`src/rtl/cam_capture_fsm_if.sv`:
```
// Camera byte stream in, framebuffer write port and frame status out.
// The slave modport is the capture engine; the master modport is the camera/memory side.
interface cam_capture_fsm_if #(
   parameter int AW = 15,
   parameter int DW = 3
);
   logic [7:0]    data;
   logic          vsync;
   logic          href;
   logic          snap;
   logic          arm;
   logic [AW-1:0] mem_px_addr;
   logic [DW-1:0] mem_px_data;
   logic          px_wr;
   logic          frame_done;
   logic          frame_err;
   logic          busy;

   modport slave (
      input  data, vsync, href, snap, arm,
      output mem_px_addr, mem_px_data, px_wr, frame_done, frame_err, busy
   );

   modport master (
      output data, vsync, href, snap, arm,
      input  mem_px_addr, mem_px_data, px_wr, frame_done, frame_err, busy
   );
endinterface

```
`src/rtl/cam_capture_fsm.sv`:
```
// RGB444 camera capture into a frame memory with DW-bit pixels, snapshot/continuous modes.
// Optional 2:1 decimation in both axes when CAM_CAPTURE_DECIM_EN is defined.
module cam_capture_fsm #(
   parameter int AW      = 15,
   parameter int DW      = 3,
   parameter int H_PIX   = 160,
   parameter int V_LINES = 120
) (
   input  logic             pclk,
   input  logic             rst,
   cam_capture_fsm_if.slave bus
);
   localparam int CW = $clog2(H_PIX + 1);
   localparam int LW = $clog2(V_LINES + 1);
   localparam logic [CW-1:0] H_MAX = CW'(H_PIX);
   localparam logic [LW-1:0] L_MAX = LW'(V_LINES);

   typedef enum logic {IDLE, CAPTURE} state_t;

   state_t        state;
   logic          vsync_q, href_q, armed, phase, line_stored;
   logic [CW-1:0] col;
   logic [LW-1:0] line;
   logic [AW-1:0] addr;
   logic [3:0]    red_p0;
   logic          vs_rise, vs_fall, hr_rise, hr_fall, ph, px_done, col_adv, px_keep;
`ifdef CAM_CAPTURE_DECIM_EN
   logic          src_col_odd, src_line_odd, line_seen;
`endif

   function automatic logic [DW-1:0] px_conv(input logic [3:0] r, input logic [3:0] g,
                                              input logic [3:0] b);
      logic [11:0] w;
      w = '0;
      if (DW == 3)      w[2:0] = {r[3], g[3], b[3]};
      else if (DW == 8) w[7:0] = {r[3:1], g[3:1], b[3:2]};
      else              w      = {r, g, b};
      return w[DW-1:0];
   endfunction

   always_comb begin
      vs_rise = bus.vsync & ~vsync_q;
      vs_fall = vsync_q & ~bus.vsync;
      hr_rise = bus.href & ~href_q;
      hr_fall = href_q & ~bus.href;
      // A new line always starts on the R byte, whatever the previous line left behind.
      ph      = hr_rise ? 1'b0 : phase;
      px_done = (state == CAPTURE) && bus.href && ph && !vs_rise;
      col_adv = px_done;
`ifdef CAM_CAPTURE_DECIM_EN
      col_adv = px_done && !src_col_odd && !src_line_odd;
`endif
      px_keep = col_adv && (col < H_MAX) && (line < L_MAX);
   end

   // Stage p0: red nibble of the pixel in flight
   always_ff @(posedge pclk) begin
      if ((state == CAPTURE) && bus.href && !ph) red_p0 <= bus.data[3:0];
   end

   // Stage p1: registered write port, position counters and frame status
   always_ff @(posedge pclk) begin
      if (!rst) begin
         state           <= IDLE;
         vsync_q         <= 1'b0;
         href_q          <= 1'b0;
         armed           <= 1'b0;
         phase           <= 1'b0;
         line_stored     <= 1'b0;
         col             <= '0;
         line            <= '0;
         addr            <= '0;
         bus.mem_px_addr <= '0;
         bus.mem_px_data <= '0;
         bus.px_wr       <= 1'b0;
         bus.frame_done  <= 1'b0;
         bus.frame_err   <= 1'b0;
         bus.busy        <= 1'b0;
`ifdef CAM_CAPTURE_DECIM_EN
         src_col_odd     <= 1'b0;
         src_line_odd    <= 1'b0;
         line_seen       <= 1'b0;
`endif
      end else begin
         vsync_q        <= bus.vsync;
         href_q         <= bus.href;
         bus.px_wr      <= 1'b0;
         bus.frame_done <= 1'b0;
         bus.frame_err  <= 1'b0;
         case (state)
            IDLE: begin
               if (vs_fall && (!bus.snap || armed)) begin
                  state       <= CAPTURE;
                  bus.busy    <= 1'b1;
                  phase       <= 1'b0;
                  line_stored <= 1'b0;
                  col         <= '0;
                  line        <= '0;
                  addr        <= '0;
                  if (bus.snap) armed <= 1'b0;
`ifdef CAM_CAPTURE_DECIM_EN
                  src_line_odd <= 1'b0;
                  line_seen    <= 1'b0;
`endif
               end
            end
            CAPTURE: begin
               if (vs_rise) begin
                  state    <= IDLE;
                  bus.busy <= 1'b0;
                  if ((line == L_MAX) && !bus.href) bus.frame_done <= 1'b1;
                  else                              bus.frame_err  <= 1'b1;
               end else if (bus.href) begin
                  phase <= ~ph;
                  if (col_adv && (col < H_MAX)) col <= col + 1'b1;
                  if (px_keep) begin
                     bus.px_wr       <= 1'b1;
                     bus.mem_px_addr <= addr;
                     bus.mem_px_data <= px_conv(red_p0, bus.data[7:4], bus.data[3:0]);
                     addr            <= addr + 1'b1;
                     line_stored     <= 1'b1;
                  end
`ifdef CAM_CAPTURE_DECIM_EN
                  if (hr_rise)      src_col_odd <= 1'b0;
                  else if (px_done) src_col_odd <= ~src_col_odd;
                  if (px_done)      line_seen   <= 1'b1;
`endif
               end else if (hr_fall) begin
                  phase       <= 1'b0;
                  col         <= '0;
                  line_stored <= 1'b0;
                  if (line_stored) line <= line + 1'b1;
`ifdef CAM_CAPTURE_DECIM_EN
                  if (line_seen) src_line_odd <= ~src_line_odd;
                  line_seen <= 1'b0;
`endif
               end
            end
            default: state <= IDLE;
         endcase
         if (bus.arm) armed <= 1'b1;
      end
   end
endmodule

```
`src/flat_wrapper.sv`:
```
// flat-port wrapper written by rule: the top's interface ports become plain ports
module cam_capture_fsm_flat 
#(
   parameter int AW      = 15,
   parameter int DW      = 3,
   parameter int H_PIX   = 160,
   parameter int V_LINES = 120
)
  (pclk, rst, bus_data, bus_vsync, bus_href, bus_snap, bus_arm, bus_mem_px_addr, bus_mem_px_data, bus_px_wr, bus_frame_done, bus_frame_err, bus_busy);
  cam_capture_fsm_if #(.AW(AW), .DW(DW)) bus_i ();
  input  logic pclk;
  input  logic rst;
  input wire logic [$bits(bus_i.data)-1:0] bus_data;
  input wire logic [$bits(bus_i.vsync)-1:0] bus_vsync;
  input wire logic [$bits(bus_i.href)-1:0] bus_href;
  input wire logic [$bits(bus_i.snap)-1:0] bus_snap;
  input wire logic [$bits(bus_i.arm)-1:0] bus_arm;
  output wire logic [$bits(bus_i.mem_px_addr)-1:0] bus_mem_px_addr;
  output wire logic [$bits(bus_i.mem_px_data)-1:0] bus_mem_px_data;
  output wire logic [$bits(bus_i.px_wr)-1:0] bus_px_wr;
  output wire logic [$bits(bus_i.frame_done)-1:0] bus_frame_done;
  output wire logic [$bits(bus_i.frame_err)-1:0] bus_frame_err;
  output wire logic [$bits(bus_i.busy)-1:0] bus_busy;
  assign bus_i.data = bus_data;
  assign bus_i.vsync = bus_vsync;
  assign bus_i.href = bus_href;
  assign bus_i.snap = bus_snap;
  assign bus_i.arm = bus_arm;
  assign bus_mem_px_addr = bus_i.mem_px_addr;
  assign bus_mem_px_data = bus_i.mem_px_data;
  assign bus_px_wr = bus_i.px_wr;
  assign bus_frame_done = bus_i.frame_done;
  assign bus_frame_err = bus_i.frame_err;
  assign bus_busy = bus_i.busy;
  cam_capture_fsm #(.AW(AW), .DW(DW), .H_PIX(H_PIX), .V_LINES(V_LINES)) u_core (.pclk(pclk), .rst(rst), .bus(bus_i));
endmodule
```
`config.mk`:
```
export PLATFORM = sky130hd
export DESIGN_NAME = cam_capture_fsm_flat
export DESIGN_NICKNAME = d
export VERILOG_FILES = /design/src/rtl/cam_capture_fsm_if.sv /design/src/rtl/cam_capture_fsm.sv /design/src/flat_wrapper.sv
export SDC_FILE = /design/constraint.sdc
export NUM_CORES = 1
export LEC_CHECK = 0
export CAP_MARGIN = 20
export CORE_UTILIZATION = 30
export CTS_CLUSTER_DIAMETER = 150
export DETAILED_ROUTE_END_ITERATION = 7
export DONT_BUFFER_PORTS = 1
export PLACE_DENSITY_LB_ADDON = 0.05
export RECOVER_POWER = 50
export SLEW_MARGIN = 20
export SYNTH_ARGS = -nofsm -noshare
export SYNTH_HDL_FRONTEND = slang
export SYNTH_SLANG_ARGS = --single-unit
```
`constraint.sdc`:
```
create_clock -name pclk -period 3.2 [get_ports pclk]
set_input_delay 0.48 -clock pclk [delete_from_list [all_inputs] [get_ports pclk]]
set_output_delay 0.48 -clock pclk [all_outputs]
set_load 0.005 [all_outputs]
```
# After elaboration in Yosys (flattened, before gate mapping)

Index checks and enable logic that the tools add are counted.
W data, S select, Z words.

Bits in registers: 62
Output and inout port bits: 22
Logic and storage cells: 111

Add/subtract/negate cells: 3
Order comparisons: 2
Eq/ne operators: 13
Multiplexer cells: 40
Bitwise operators: 12
Reductions and logical operators: 25

Operators with widths:

| cell                    | count |
|---|---|
| $mux W15                | 4 |
| $mux W8                 | 5 |
| $mux W7                 | 5 |
| $pmux W15 S2            | 1 |
| $mux W1                 | 19 |
| $ne A2 B2 Y1 const B    | 8 |
| $pmux W8 S2             | 1 |
| $reduce_and A4 Y1       | 4 |
| $add A15 B1 Y15 const B | 1 |
| $pmux W7 S2             | 1 |
| $ne A3 B3 Y1 const B    | 3 |
| $reduce_and A3 Y1       | 3 |
| $add A8 B1 Y8 const B   | 1 |
| $logic_and A1 B1 Y1     | 8 |
| $lt A8 B8 Y1 const B    | 1 |
| $not A1 Y1              | 8 |
| $pmux W1 S2             | 4 |
| $add A7 B1 Y7 const B   | 1 |
| $eq A7 B7 Y1 const B    | 1 |
| $lt A7 B7 Y1 const B    | 1 |
| $reduce_and A5 Y1       | 1 |
| $and A1 B1 Y1           | 4 |
| $logic_not A1 Y1        | 4 |
| $reduce_bool A2 Y1      | 2 |
| other kinds (4)         | 4 |

# Logic depth before layout (Yosys ltp)

Depth in word-level cells: 11
Depth in mapped cells: 7

# Worst setup path before layout

Ideal clock, no wire load.

Kind: input to register
Start: input port bus_vsync
End: register u_core.addr[1]
Library setup time: 0.128 ns
Arrival: 1.823 ns
Required time: 3.072 ns
Path slack: 1.250 ns
Stages on the path: 7
Buffers on the path: 2
Cell sequence: nor2b_1 -> a211oi_1 -> a21oi_1 -> clkbuf_1 -> buf_2 -> mux2i_1 -> nor2_1

Word-level cells in the longest chain between the ends: 7

Ends and longest elaborated chain:

| item                              | line                   | text |
|---|---|---|
| start, declared                   | flat_wrapper.sv:14     | `input wire logic [$bits(bus_i.vsync)-1:0] bus_vsync;` |
| $and A1 B1 Y1                     | cam_capture_fsm.sv:42  | `vs_rise = bus.vsync & ~vsync_q;` |
| $logic_not A1 Y1                  | cam_capture_fsm.sv:48  | `px_done = (state == CAPTURE) && bus.href && ph && !vs_rise;` |
| $logic_and A1 B1 Y1               | cam_capture_fsm.sv:48  |  |
| $logic_and A1 B1 Y1 (2 in series) | cam_capture_fsm.sv:53  | `px_keep = col_adv && (col < H_MAX) && (line < L_MAX);` |
| $ne A2 B2 Y1 (no line)            | -                      |  |
| $reduce_and A4 Y1 (no line) *     | -                      |  |
| end signal, assigned              | cam_capture_fsm.sv:120 | `addr <= addr + 1'b1;` |
| end, declared                     | cam_capture_fsm.sv:24  | `logic [AW-1:0] addr;` |

Every way passes the cells marked *; elsewhere a longest branch is shown, timed or not.
A chain may end at the register's enable or synchronous reset.

# Worst setup path in the final report

Start: register u_core.state
End: register u_core.addr[10]

Word-level cells in the longest chain between the ends: 7

Ends and longest elaborated chain:

| item                              | line                   | text |
|---|---|---|
| start, declared                   | cam_capture_fsm.sv:20  | `state_t state;` |
| start signal, assigned            | cam_capture_fsm.sv:64  | `state <= IDLE;` |
| start signal, assigned            | cam_capture_fsm.sv:93  | `state <= CAPTURE;` |
| start signal, assigned            | cam_capture_fsm.sv:109 | `state <= IDLE;` |
| $logic_and A1 B1 Y1 (3 in series) | cam_capture_fsm.sv:48  |  |
| $logic_and A1 B1 Y1 (2 in series) | cam_capture_fsm.sv:53  |  |
| $ne A2 B2 Y1 (no line)            | -                      |  |
| $reduce_and A4 Y1 (no line)       | -                      |  |

Several ways; a longest one is shown, not always the timed one.

==> impl.org <==
** Outcome
- The flow ran to the end, and the final reports show no timing, DRC or antenna violations.

** Setup path
- Critical path arrival :: 2630 ps
- Walking the worst path, the cells encountered are nand2_1 -> a211oi_1 -> a21oi_1 -> buf_4 -> or4_2 -> a21oi_1.
- Startpoint kind of the worst setup timing path :: register
- Critical Path Sink Type :: register
- The slowest stage of the critical path is the sky130_fd_sc_hd__or4_2 cell.
- CP Class :: register to register
- The number of buffers and inverters on the critical path is 1.
- Highest fanout seen on the critical path :: 26
- Largest stage delay, worst path :: 650 ps
- Cell type with the highest occurrence count on the critical path :: sky130_fd_sc_hd__a21oi_1
- For the worst setup path, the data required time is roughly 3500 ps.
- Cell class contributing the biggest share of worst-path delay :: simple AND/OR/NAND/NOR gates

** Clocking
- Number of buffers created by CTS :: 9
- Number of gates given a new drive strength after cts :: 0
- The clock reaches the later pin of the worst-skew pair after 330 ps.
- Post-CTS Repair Setup Buffers :: 0
- Hold_buf cts :: 0
- Max Root-Sink Buffers :: 2
- The tree is rooted in a sky130_fd_sc_hd__clkbuf_8.
- After clock tree synthesis, the clock-pin slew on the worst setup and hold paths is 70 ps.
- TritonCTS clock tree :: yes
- The tree built by TritonCTS fans out to 59 sinks.
- CTS HTree Levels :: 3

** STA
- Slew @ Worst Pin :: 723.7 ps
- The number of pins exceeding their max-slew limit in the final report came to 0.
- The smallest clock period supported by the final layout is computed as around 2400 ps.
- Final setup viols :: 0
- The final hold violation count was 0.
- For this run, the top clock speed supported by timing is 423.6 MHz.
- Unrepaired setup endpoints after global routing :: no
- Ratio of final minimum period to clock period :: between 70% and 80%
- Slew headroom :: 51.76%
- Post-route worst setup slack :: between 800 and 900 ps
- After routing, the total negative slack on setup checks comes to 0 ps.
- Post-route clock skew :: about 6.7 ps

** Place
- Port Buffers :: 0
- Counting tap cells, the placed design contains a total of 383 instances.
- Post-DP HPWL :: 3884 um
- Once placement finished, the instance area stood at 2655 um2.
- Final weighted congestion in routability-driven placement :: about 0.76
- Worst slack after detailed placement :: 841.5 ps

** Detailed routing
- Detailed routing inserted a total of 1,964 vias.
- Drc violations :: 0
- The first routing iteration left 47 violations.
- Number of antenna-violating nets in the routed design :: 0
- Number of vias per cell after detailed routing :: between 4 and 5
- After detailed routing, the total wire length is 5752 um.
- Wire length per cell after detailed routing :: about 14 um
- Before antenna repair, the detailed router went through 4 iterations.

** Synthesis
- Async set or reset register ratio after synthesis :: 0%
- Portion of synthesized cell area occupied by the leading cell type :: 45.60%
- Most numerous cell in the Yosys netlist :: sky130_fd_sc_hd__dfxtp_1
- The synthesized netlist contains 43 unique library cells.
- Cell type with the largest total area after synthesis :: sky130_fd_sc_hd__dfxtp_1
- Instance count of the mapped netlist :: around 290
- Sequential elements use around 47% of the synthesized area.
- The mapped netlist covers 2546 um2.
- Sorting the synthesized cells by area gives the leading types as sky130_fd_sc_hd__dfxtp_1 (46%), sky130_fd_sc_hd__mux2i_1 (7.9%), sky130_fd_sc_hd__nor2_1 (6.6%), sky130_fd_sc_hd__a21oi_1 (3.5%), sky130_fd_sc_hd__nand3_1 (2.6%).
- Post-synth top cells :: sky130_fd_sc_hd__dfxtp_1 (58), sky130_fd_sc_hd__nor2_1 (45), sky130_fd_sc_hd__mux2i_1 (20)
- Counting flops and latches in the post-synthesis netlist gives between 50 and 60.
- Dominant synthesized flop cell :: sky130_fd_sc_hd__dfxtp_1
- Dividing the synthesized area by the synthesized cell count gives 8.872 um2.
- EDFF count, synth :: 1
- Counting every net in the synthesized netlist gives 305.
- The Yosys step of the flow raised 0 warnings.

** GRT
- Global routing finished with a remaining overflow of 0.
- Number of global-route vias before repair :: between 1,500 and 2,000
- Overall global routing resource usage :: between 10 and 15%
- Number of antenna violations at the first check in global routing :: 0
- Maximum number of pins on one net before global-route repair :: 29
- First-pass GRT wire length :: 9370 um

** Die
- Area of the die :: 8860 um2
- Number of standard-cell rows in the floorplan :: 33
- Measured along the y axis, the die boundary spans 94.13 um.
- 36 I/O pins were placed.
- Area of the core :: 8217 um2
- The floorplan step set the die width to 94.13 um.
- The initial utilization of the core area, before any placement, comes to a little under a third.

** Final layout
- Count of antenna diodes in the layout :: 0
- Area growth from synthesis to layout :: 12.48%
- Fraction of layout instances using a drive strength above 1 :: 9.184%
- Excluding fillers, the count of instances in the completed layout stands at 399.
- Final instance area :: 2864 um2
- The final layout contains 307 nets.
- The layout has 860 filler cells.

** Power
- In this run the static leakage power is 0.9519 nW.
- Overall power consumption after layout is estimated at 0.001508 W.
- Dividing total power by cell area gives a power density of 526.7 nW/um2.
- Worst voltage drop across the vdd grid :: 0.0001779 V

** Hold path
- The tightest min-delay check is of the input port to register type.

** Run
- Max Cap Viol :: 0
## sequential cells by signal, summed over array words and instances (netlist names), 3 cells and up
| signal | cells |
|---|---|
| u_core.bus.mem_px_data | 3 |
| u_core.col | 8 |
| u_core.bus.mem_px_addr | 15 |
| u_core.addr | 15 |
| u_core.line | 7 |
## power breakdown
| part | internal [W] | switching [W] |
|---|---|---|
| Clock | 0.000421 | 0.000300 |
| Sequential | 0.000741 | 0.00000416 |
| Combinational | 0.0000108 | 0.0000321 |
## worst paths after layout
| path | startpoint | endpoint | slack (ps) | depth (start not counted) |
|---|---|---|---|---|
| worst min-delay path | bus_data[3] | u_core.red_p0[3] | 240 | 0 |
| worst max register to register | u_core.state | u_core.addr[10] | 840 | 6 |
| worst min register to register | u_core.col[7] | u_core.col[7] | 460 | 1 |
| worst max-delay path | u_core.state | u_core.addr[10] | 840 | 6 |
## final cells by class
class,instances,area [um2],share of cell area [%]
clock buffer,12,165.2,5.767
clock inverter,4,47.55,1.660
inverter,10,37.54,1.311
multi-input combinational,205,1265,44.17
sequential,59,1191,41.59
tap,105,131.4,4.587
timing repair buffer,4,26.28,0.9174
## logic make-up (layout without fill, tap and decap cells)
logic type / after synthesis / count (layout) / share of synthesized area (%)
AO/OA/AOI/OAI: 50 / 50 / 11.89
XOR/XNOR: 10 / 10 / 3.440
adder cells (fa/ha/maj): 4 / 4 / 1.966
buffers and inverters: 23 / 30 / 3.538
flip-flops: 59 / 59 / 46.78
multiplexers: 20 / 20 / 7.862
AND/OR/NAND/NOR: 121 / 121 / 24.52
## stage by stage
stage / hold slack, ps / util [%]
2_1_floorplan: 434.4 / -
3_3_place_gp: 451.2 / 32.31
3_5_place_dp: 450.9 / 32.31
4_1_cts: 220.2 / 34.90
5_1_grt: 212.2 / 34.86
6_report: 241.2 / 34.86
## per-layer routing
metal	vias up	routed length (um)	global-route usage, %
li1	1019	-	-
met1	904	2806	17.59
met2	32	2615	22.26
met3	9	229	4.531
met4	0	100	5.897
met5	-	0	0
## placed cells by master (no fill, tap or decap), drive strengths merged
cell type and n:
a2111oi 1, a211oi 4, a21oi 18, a22o 1, a22oi 1, a31o 1, a31oi 2, and2 6
and3 7, and4 1, buf 3, bufinv 1, clkbuf 13, clkinv 2, clkinvlp 1, dfxtp 58
edfxtp 1, ha 4, inv 10, mux2i 20, nand2 13, nand2b 4, nand3 13, nand4 7
nand4b 2, nor2 45, nor2b 3, nor3 4, nor4 2, o211ai 1, o21a 1, o21ai 12
o31ai 7, o41ai 1, or3 6, or4 7, or4b 1, xnor2 3, xor2 7
## worst reg2reg max path, cell delays in order (launching register included)
cell and delay, ps:
sky130_fd_sc_hd__dfxtp_1 570, sky130_fd_sc_hd__nand2_1 210, sky130_fd_sc_hd__a211oi_1 360, sky130_fd_sc_hd__a21oi_1 120
sky130_fd_sc_hd__buf_4 220, sky130_fd_sc_hd__or4_2 660, sky130_fd_sc_hd__a21oi_1 150
(Power assumes the default switching activity.)
